<file path="src/rtl/jtdsp16_pkg.sv">
// Shared constants, state encoding and the do/redo command layout for the DSP16 loop cache.
package jtdsp16_pkg;

  localparam int unsigned DEPTH    = 15;
  localparam int unsigned KW       = 7;
  localparam int unsigned PTR_W    = 4;
  localparam int unsigned DW       = 16;
  localparam int unsigned DO_W     = 11;
  localparam int unsigned DO_N_MSB = 10;
  localparam int unsigned DO_N_LSB = 7;
  localparam int unsigned DO_K_MSB = 6;

  typedef enum logic [1:0] {
    ST_IDLE   = 2'd0,
    ST_FILL   = 2'd1,
    ST_REPLAY = 2'd2
  } state_t;

  // do_data word: N=0 means redo
  typedef struct packed {
    logic [DO_N_MSB-DO_N_LSB:0] n;
    logic [DO_K_MSB:0]          k;
  } do_cmd_t;

  // Pass-count decrement that holds at zero
  function automatic logic [KW-1:0] dec_sat(input logic [KW-1:0] v);
    return (v != '0) ? v - KW'(1) : '0;
  endfunction

endpackage

</file>
<file path="src/rtl/jtdsp16_do_cache_if.sv">
// Decoder/fetch-side bus of the loop cache. cstate exists only with JTDSP16_CACHE_CSTATE_EN.
interface jtdsp16_do_cache_if;
  import jtdsp16_pkg::*;

  logic            cen;
  logic            do_start;
  logic [DO_W-1:0] do_data;
  logic            fetch_adv;
  logic [DW-1:0]   rom_dout;
  logic [DW-1:0]   cache_dout;
  logic            cache_sel;
  logic            pc_hold;
  logic            busy;
  logic            redo_err;
`ifdef JTDSP16_CACHE_CSTATE_EN
  logic [15:0]     cstate;

  modport slave (
    input  cen, do_start, do_data, fetch_adv, rom_dout,
    output cache_dout, cache_sel, pc_hold, busy, redo_err, cstate
  );
  modport master (
    output cen, do_start, do_data, fetch_adv, rom_dout,
    input  cache_dout, cache_sel, pc_hold, busy, redo_err, cstate
  );
`else
  modport slave (
    input  cen, do_start, do_data, fetch_adv, rom_dout,
    output cache_dout, cache_sel, pc_hold, busy, redo_err
  );
  modport master (
    output cen, do_start, do_data, fetch_adv, rom_dout,
    input  cache_dout, cache_sel, pc_hold, busy, redo_err
  );
`endif

endinterface

</file>
<file path="src/rtl/jtdsp16_cache_mem.sv">
// 15x16 loop-body register file: one write port, one registered read port with write bypass.
module jtdsp16_cache_mem
  import jtdsp16_pkg::*;
(
  input  logic             clk,
  input  logic             rst_n,
  input  logic             we,
  input  logic [PTR_W-1:0] wr_addr,
  input  logic [DW-1:0]    wr_data,
  input  logic             re,
  input  logic [PTR_W-1:0] rd_addr,
  output logic [DW-1:0]    rd_data
);

  logic [DW-1:0] mem_q [DEPTH];
  logic [DW-1:0] rd_data_q;
  logic [DW-1:0] rd_data_d;

  always_ff @(posedge clk) begin
    if (we && (wr_addr < PTR_W'(DEPTH))) begin
      mem_q[wr_addr] <= wr_data;
    end
  end

  // A one-word loop reads entry 0 on the same edge it is written
  always_comb begin
    rd_data_d = mem_q[rd_addr];
    if (we && (wr_addr == rd_addr)) begin
      rd_data_d = wr_data;
    end
  end

  always_ff @(posedge clk or negedge rst_n) begin
    if (!rst_n) begin
      rd_data_q <= '0;
    end else if (re) begin
      rd_data_q <= rd_data_d;
    end
  end

  assign rd_data = rd_data_q;

endmodule

</file>
<file path="src/rtl/jtdsp16_do_cache.sv">
// DSP16 do/redo loop cache: captures the loop body on first fetch, then replays it with the PC frozen.
// Optional debug/save output cstate is built when JTDSP16_CACHE_CSTATE_EN is defined.
module jtdsp16_do_cache
  import jtdsp16_pkg::*;
(
  input  logic               clk,
  input  logic               rst_n,
  jtdsp16_do_cache_if.slave  bus
);

  state_t           state_q, state_d;
  logic [PTR_W-1:0] wr_ptr_q, wr_ptr_d;
  logic [PTR_W-1:0] rd_ptr_q, rd_ptr_d;
  logic [PTR_W-1:0] n_len_q, n_len_d;
  logic [KW-1:0]    iter_q, iter_d;
  logic             cache_valid_q, cache_valid_d;
  logic             cache_sel_q, cache_sel_d;
  logic             pc_hold_q, pc_hold_d;
  logic             busy_q, busy_d;
  logic             redo_err_q, redo_err_d;

  do_cmd_t          cmd;
  logic             mem_we;
  logic [PTR_W-1:0] last_idx;
  logic [PTR_W-1:0] last_idx_d;
  logic [KW-1:0]    iter_dec;

  assign cmd        = do_cmd_t'(bus.do_data);
  assign last_idx   = n_len_q - PTR_W'(1);
  assign last_idx_d = n_len_d - PTR_W'(1);
  assign iter_dec   = dec_sat(iter_q);

  // Loop control and registered outputs; iter counts passes still to be issued
  always_comb begin
    state_d       = state_q;
    wr_ptr_d      = wr_ptr_q;
    rd_ptr_d      = rd_ptr_q;
    n_len_d       = n_len_q;
    iter_d        = iter_q;
    cache_valid_d = cache_valid_q;
    redo_err_d    = 1'b0;
    mem_we        = 1'b0;

    unique case (state_q)
      ST_IDLE: begin
        if (bus.do_start) begin
          if (cmd.n != '0) begin
            n_len_d       = cmd.n;
            iter_d        = cmd.k;
            cache_valid_d = 1'b0;
            wr_ptr_d      = '0;
            state_d       = ST_FILL;
          end else if (cache_valid_q) begin
            iter_d   = cmd.k;
            rd_ptr_d = '0;
            state_d  = ST_REPLAY;
          end else begin
            redo_err_d = 1'b1;
          end
        end
      end
      ST_FILL: begin
        if (bus.fetch_adv) begin
          mem_we   = 1'b1;
          wr_ptr_d = wr_ptr_q + PTR_W'(1);
          if (wr_ptr_q == last_idx) begin
            cache_valid_d = 1'b1;
            iter_d        = iter_dec;
            if (iter_dec == '0) begin
              state_d = ST_IDLE;
            end else begin
              rd_ptr_d = '0;
              state_d  = ST_REPLAY;
            end
          end
        end
      end
      ST_REPLAY: begin
        if (rd_ptr_q == last_idx) begin
          rd_ptr_d = '0;
          iter_d   = iter_dec;
          if (iter_q <= KW'(1)) begin
            state_d = ST_IDLE;
          end
        end else begin
          rd_ptr_d = rd_ptr_q + PTR_W'(1);
        end
      end
      default: begin
        state_d = ST_IDLE;
      end
    endcase

    busy_d      = (state_d != ST_IDLE);
    cache_sel_d = (state_d == ST_REPLAY);
    // Release the PC while the final word of the final pass is on cache_dout
    pc_hold_d   = (state_d == ST_REPLAY) &&
                  !((rd_ptr_d == last_idx_d) && (iter_d <= KW'(1)));
  end

  always_ff @(posedge clk or negedge rst_n) begin
    if (!rst_n) begin
      state_q       <= ST_IDLE;
      wr_ptr_q      <= '0;
      rd_ptr_q      <= '0;
      n_len_q       <= '0;
      iter_q        <= '0;
      cache_valid_q <= 1'b0;
      cache_sel_q   <= 1'b0;
      pc_hold_q     <= 1'b0;
      busy_q        <= 1'b0;
      redo_err_q    <= 1'b0;
    end else if (bus.cen) begin
      state_q       <= state_d;
      wr_ptr_q      <= wr_ptr_d;
      rd_ptr_q      <= rd_ptr_d;
      n_len_q       <= n_len_d;
      iter_q        <= iter_d;
      cache_valid_q <= cache_valid_d;
      cache_sel_q   <= cache_sel_d;
      pc_hold_q     <= pc_hold_d;
      busy_q        <= busy_d;
      redo_err_q    <= redo_err_d;
    end
  end

  // Read address is the next pointer so cache_dout lines up with cache_sel
  jtdsp16_cache_mem u_mem (
    .clk     (clk),
    .rst_n   (rst_n),
    .we      (bus.cen & mem_we),
    .wr_addr (wr_ptr_q),
    .wr_data (bus.rom_dout),
    .re      (bus.cen & (state_d == ST_REPLAY)),
    .rd_addr (rd_ptr_d),
    .rd_data (bus.cache_dout)
  );

  assign bus.cache_sel = cache_sel_q;
  assign bus.pc_hold   = pc_hold_q;
  assign bus.busy      = busy_q;
  assign bus.redo_err  = redo_err_q;

`ifdef JTDSP16_CACHE_CSTATE_EN
  assign bus.cstate = {1'b0, iter_q, n_len_q, rd_ptr_q};
`endif

endmodule

</file>
<file path="src/flat_wrapper.sv">
// flat-port wrapper written by rule: the top's interface ports become plain ports
module jtdsp16_do_cache_flat import jtdsp16_pkg::*;
  (clk, rst_n, bus_cen, bus_do_start, bus_do_data, bus_fetch_adv, bus_rom_dout, bus_cache_dout, bus_cache_sel, bus_pc_hold, bus_busy, bus_redo_err);
  jtdsp16_do_cache_if bus_i ();
  input  logic clk;
  input  logic rst_n;
  input wire logic [$bits(bus_i.cen)-1:0] bus_cen;
  input wire logic [$bits(bus_i.do_start)-1:0] bus_do_start;
  input wire logic [$bits(bus_i.do_data)-1:0] bus_do_data;
  input wire logic [$bits(bus_i.fetch_adv)-1:0] bus_fetch_adv;
  input wire logic [$bits(bus_i.rom_dout)-1:0] bus_rom_dout;
  output wire logic [$bits(bus_i.cache_dout)-1:0] bus_cache_dout;
  output wire logic [$bits(bus_i.cache_sel)-1:0] bus_cache_sel;
  output wire logic [$bits(bus_i.pc_hold)-1:0] bus_pc_hold;
  output wire logic [$bits(bus_i.busy)-1:0] bus_busy;
  output wire logic [$bits(bus_i.redo_err)-1:0] bus_redo_err;
  assign bus_i.cen = bus_cen;
  assign bus_i.do_start = bus_do_start;
  assign bus_i.do_data = bus_do_data;
  assign bus_i.fetch_adv = bus_fetch_adv;
  assign bus_i.rom_dout = bus_rom_dout;
  assign bus_cache_dout = bus_i.cache_dout;
  assign bus_cache_sel = bus_i.cache_sel;
  assign bus_pc_hold = bus_i.pc_hold;
  assign bus_busy = bus_i.busy;
  assign bus_redo_err = bus_i.redo_err;
  jtdsp16_do_cache u_core (.clk(clk), .rst_n(rst_n), .bus(bus_i));
endmodule
</file>
<file path="config.mk">
export PLATFORM = sky130hd
export DESIGN_NAME = jtdsp16_do_cache_flat
export DESIGN_NICKNAME = d
export VERILOG_FILES = /design/src/rtl/jtdsp16_pkg.sv /design/src/rtl/jtdsp16_do_cache_if.sv /design/src/rtl/jtdsp16_cache_mem.sv /design/src/rtl/jtdsp16_do_cache.sv /design/src/flat_wrapper.sv
export SDC_FILE = /design/constraint.sdc
export NUM_CORES = 1
export LEC_CHECK = 0
export ABC_AREA = 1
export CAP_MARGIN = 20
export CORE_MARGIN = 1
export CORE_UTILIZATION = 25
export CTS_CLUSTER_DIAMETER = 60
export DETAILED_ROUTE_END_ITERATION = 7
export GPL_TIMING_DRIVEN = 0
export RECOVER_POWER = 25
export SYNTH_ARGS = -nofsm -noshare
export SYNTH_HDL_FRONTEND = slang
export SYNTH_HIERARCHICAL = 1
export SYNTH_SLANG_ARGS = --single-unit
</file>
<file path="constraint.sdc">
create_clock -name clk -period 4.9 [get_ports clk]
set_clock_uncertainty 0.1 [all_clocks]
set_input_delay 1.47 -clock clk [delete_from_list [all_inputs] [get_ports clk]]
set_output_delay 1.47 -clock clk [all_outputs]
set_load 0.01 [all_outputs]
</file>
==> impl_metrics.toml <==
[timing]
slew_violations = 30
rsz0062_at_grt = "no"
relSlewSlack_pct = -28.99
min_period_ns = 4.314
timing.final.ws_setup_ns = 0.5862
final_hold_viol_count = 0
fmax_ghz = 0.2318
setup_violations = 0
worst_pin_slew_ns = 1.935
fin_crit_sh_pct = 88.04

[routing]
drt_iter0_markers = 869
wl_mm = 38.42
drc = 0
dr.pass1.iters = 7
wl_per_cell_um = 17.58
ant_nets = 0
routed_via_density = 4.574
via_count = 9999

[setup_path]
crit_arrival_ns = 4.64
worstPathRequired_ns = 5.22
worstPathMaxFanout = 10
ff2ff_path_depth = 20
endpoint_kind = "flop"
worstReg2RegEnd = "u_core/u_mem/rd_data[11]"
rr_startpoint = "u_core/n_len_q[0]"
worstSetupStartpointType = "input pin"
r2r_slack_ns = 1.04
criticalPathCategory = "input pin to flop"

[synthesis]
yosysSeqAreaShare_pct = 63.02
synthCells = 1376
yosysWarnings = 6
ys_seq_elements = 282
synth_area_mm2 = 0.01310
avgSynthCellArea_um2 = 9.523
synth_nets = 1415
synth.distinct_cells = 38

[power_and_ir_drop]
leakagePower_nw = 6.502
max-vdd-ir-drop_v = 0.0004897
finalPower_w = 0.01155
powerDensity_mw_per_mm2 = 723.3

[status]
violations = "max-capacitance violations, max-slew violations"
status = "complete, but fails checks"

[floorplan]
die-area_mm2 = 0.05334
fp.coreArea_mm2 = 0.05151
die-height_um = 230.9
rows = 83
num_io_pins = 52
start_util_pct = 25.44
die_w_um = 230.9

[global_routing]
grt.overflow.total = 0
grt_max_degree = 30
grt_pass1_wl_mm = 57.62
grt_usage_pct = 14.43
grt_pass1_vias = 9551
antenna_found_initial = 1

[clock_network]
clk_latency_ns = 0.55
cts.sinks = 282
cts_setup_buffers = 0
path_clk_slew_ns = 0.06
cts_root_buf = "clkbuf_16"
cts_hold_buf = 0
cts_tree = "built"
clock_path_buffers = 3
numCtsBuffers = 36
htreeDepth = 2
ctsResizeCount = 0

[final_layout]
final_common_cell = "nand2_1"
final_cell_mix = "482 x nand2_1, 240 x edfxtp_1, 204 x nand3_1"
area_delta_synth_final_pct = 21.88
layout-drive-gt1-share_pct = 10.96
finalNetCount = 1518
fin_util_pct = 31.00
antennaDiodeCount = 0
final_cells = 2186

[worst_hold_path]
hold_start = "u_core/u_mem/rd_data[15]"
min_path_type = "flop to flop"
hold_end = "u_core/u_mem/rd_data[15]"
holdPathStages = 2

[placed_design]
io_buffers = 50
post-place-cells = 2121
gp_congestion = 0.8560
hpwl_mm = 26.48
place_ws_ns = 0.1960

[flow_run]
cap_violations = 1
==> worst max path at each step <==
stage,start,depth (start not counted),endpoint,slack (ns)
floorplan,bus_cen,7,u_core/u_mem/mem_q[0][0],1.30
global placement,bus_fetch_adv,5,u_core/u_mem/mem_q[11][7],-0.19
CTS,bus_do_start,20,u_core/u_mem/rd_data[8],0.73
finish,bus_do_start,20,u_core/u_mem/rd_data[8],0.59
detailed placement,bus_do_start,20,u_core/u_mem/rd_data[4],0.20
global route,bus_do_start,20,u_core/u_mem/rd_data[8],0.35
==> flip-flops by register name, summed over array words and instances (netlist names), 2 cells and up <==
register and flops:
u_core/u_mem/rd_data 16, u_core/state_q 2, u_core/u_mem/mem_q 240, u_core/wr_ptr_q 4, u_core/n_len_q 4, u_core/rd_ptr_q 4
u_core/iter_q 7
==> cell families after synthesis <==
logic type	synth area share (%)
buf+inv	6.350
simple gates	26.58
flops	63.02
compound gates	2.779
xor+xnor	0.6016
fa+ha+maj	0.6684
==> Yosys cell counts <==
| master | n | area, um2 |
|---|---|---|
| nand2_2 | 6 | 37.54 |
| o21a_1 | 1 | 7.510 |
| nand4_1 | 9 | 56.30 |
| nand2_1 | 482 | 1809 |
| buf_4 | 3 | 22.52 |
| buf_6 | 11 | 123.9 |
| ha_1 | 7 | 87.58 |
| inv_1 | 116 | 435.4 |
| nor3b_1 | 1 | 7.510 |
| dfrtp_1 | 42 | 1051 |
| nand3_1 | 204 | 1021 |
| o21a_2 | 1 | 8.760 |
| a21oi_1 | 27 | 135.1 |
| o211ai_1 | 3 | 22.52 |
| o21ai_1 | 2 | 10.01 |
| inv_4 | 1 | 6.260 |
| nand3b_1 | 1 | 7.510 |
| inv_2 | 12 | 45.04 |
| nand3_2 | 2 | 20.02 |
| xor2_1 | 8 | 70.07 |
| a22o_1 | 1 | 8.760 |
| clkbuf_1 | 13 | 48.80 |
| xnor2_1 | 1 | 8.760 |
| a31oi_1 | 2 | 12.51 |
| buf_1 | 8 | 30.03 |
| or2_2 | 1 | 6.260 |
| nor2_2 | 15 | 93.84 |
| edfxtp_1 | 240 | 7207 |
| o21ai_2 | 1 | 8.760 |
| nor2_4 | 3 | 33.78 |
| o21ai_0 | 27 | 135.1 |
| buf_2 | 24 | 120.1 |
| nor3_1 | 1 | 5.000 |
| or2_0 | 1 | 6.260 |
| o22ai_1 | 1 | 6.260 |
| o2111ai_1 | 1 | 8.760 |
| nor2_1 | 95 | 356.6 |
| nand2_4 | 2 | 22.52 |
==> report_power, final <==
part	internal, W	switching [W]
clock	0.00158	0.00108
sequential	0.00279	0.000171
combinational	0.00186	0.00408
==> worst max-delay path: stages <==
cell and delay (ns):
dlygate4sd3_1 0.67, nand2_1 0.16, nor2_1 0.12, inv_1 0.06
nand2_1 0.05, inv_1 0.08, a21oi_1 0.13, o21ai_0 0.11
inv_1 0.07, nand2_1 0.06, nand2_1 0.10, inv_1 0.04
buf_2 0.17, inv_2 0.17, buf_1 0.58, nand3_1 0.15
nand3_1 0.09, nand3_1 0.09, nand2_1 0.19, nand2_1 0.07
==> per-layer routing <==
metal | GRT usage (%) | vias up | part of all wire, %
met3 | 2.940 | 65 | 7.2
li1 | - | 4753 | -
met1 | 18.68 | 4826 | 43
met5 | 0 | - | 0.034
met2 | 23.97 | 353 | 47
met4 | 4.698 | 2 | 2.8
==> area by class of cell <==
type | instances | area [um2]
buffer | 59 | 345.3
clock buffer | 47 | 1003
clock inverter | 18 | 203.9
fill | 5314 | 35540
inverter | 129 | 486.7
multi-input combinational | 906 | 4051
sequential | 282 | 8258
tap | 680 | 850.8
timing repair buffer | 65 | 770.7
==> through the flow <==
step / TNS, ns / area (um2) / hold slack, ns
6_report: 0 / 15970 / 0.3782
5_1_grt: 0 / 15970 / 0.3961
4_1_cts: 0 / 15990 / 0.3824
3_5_place_dp: 0 / 14780 / 0.3662
3_3_place_gp: -6.692 / 14460 / 0.3671
2_1_floorplan: 0 / 13100 / 0.3963
Power figures use the tool's default switching activity.
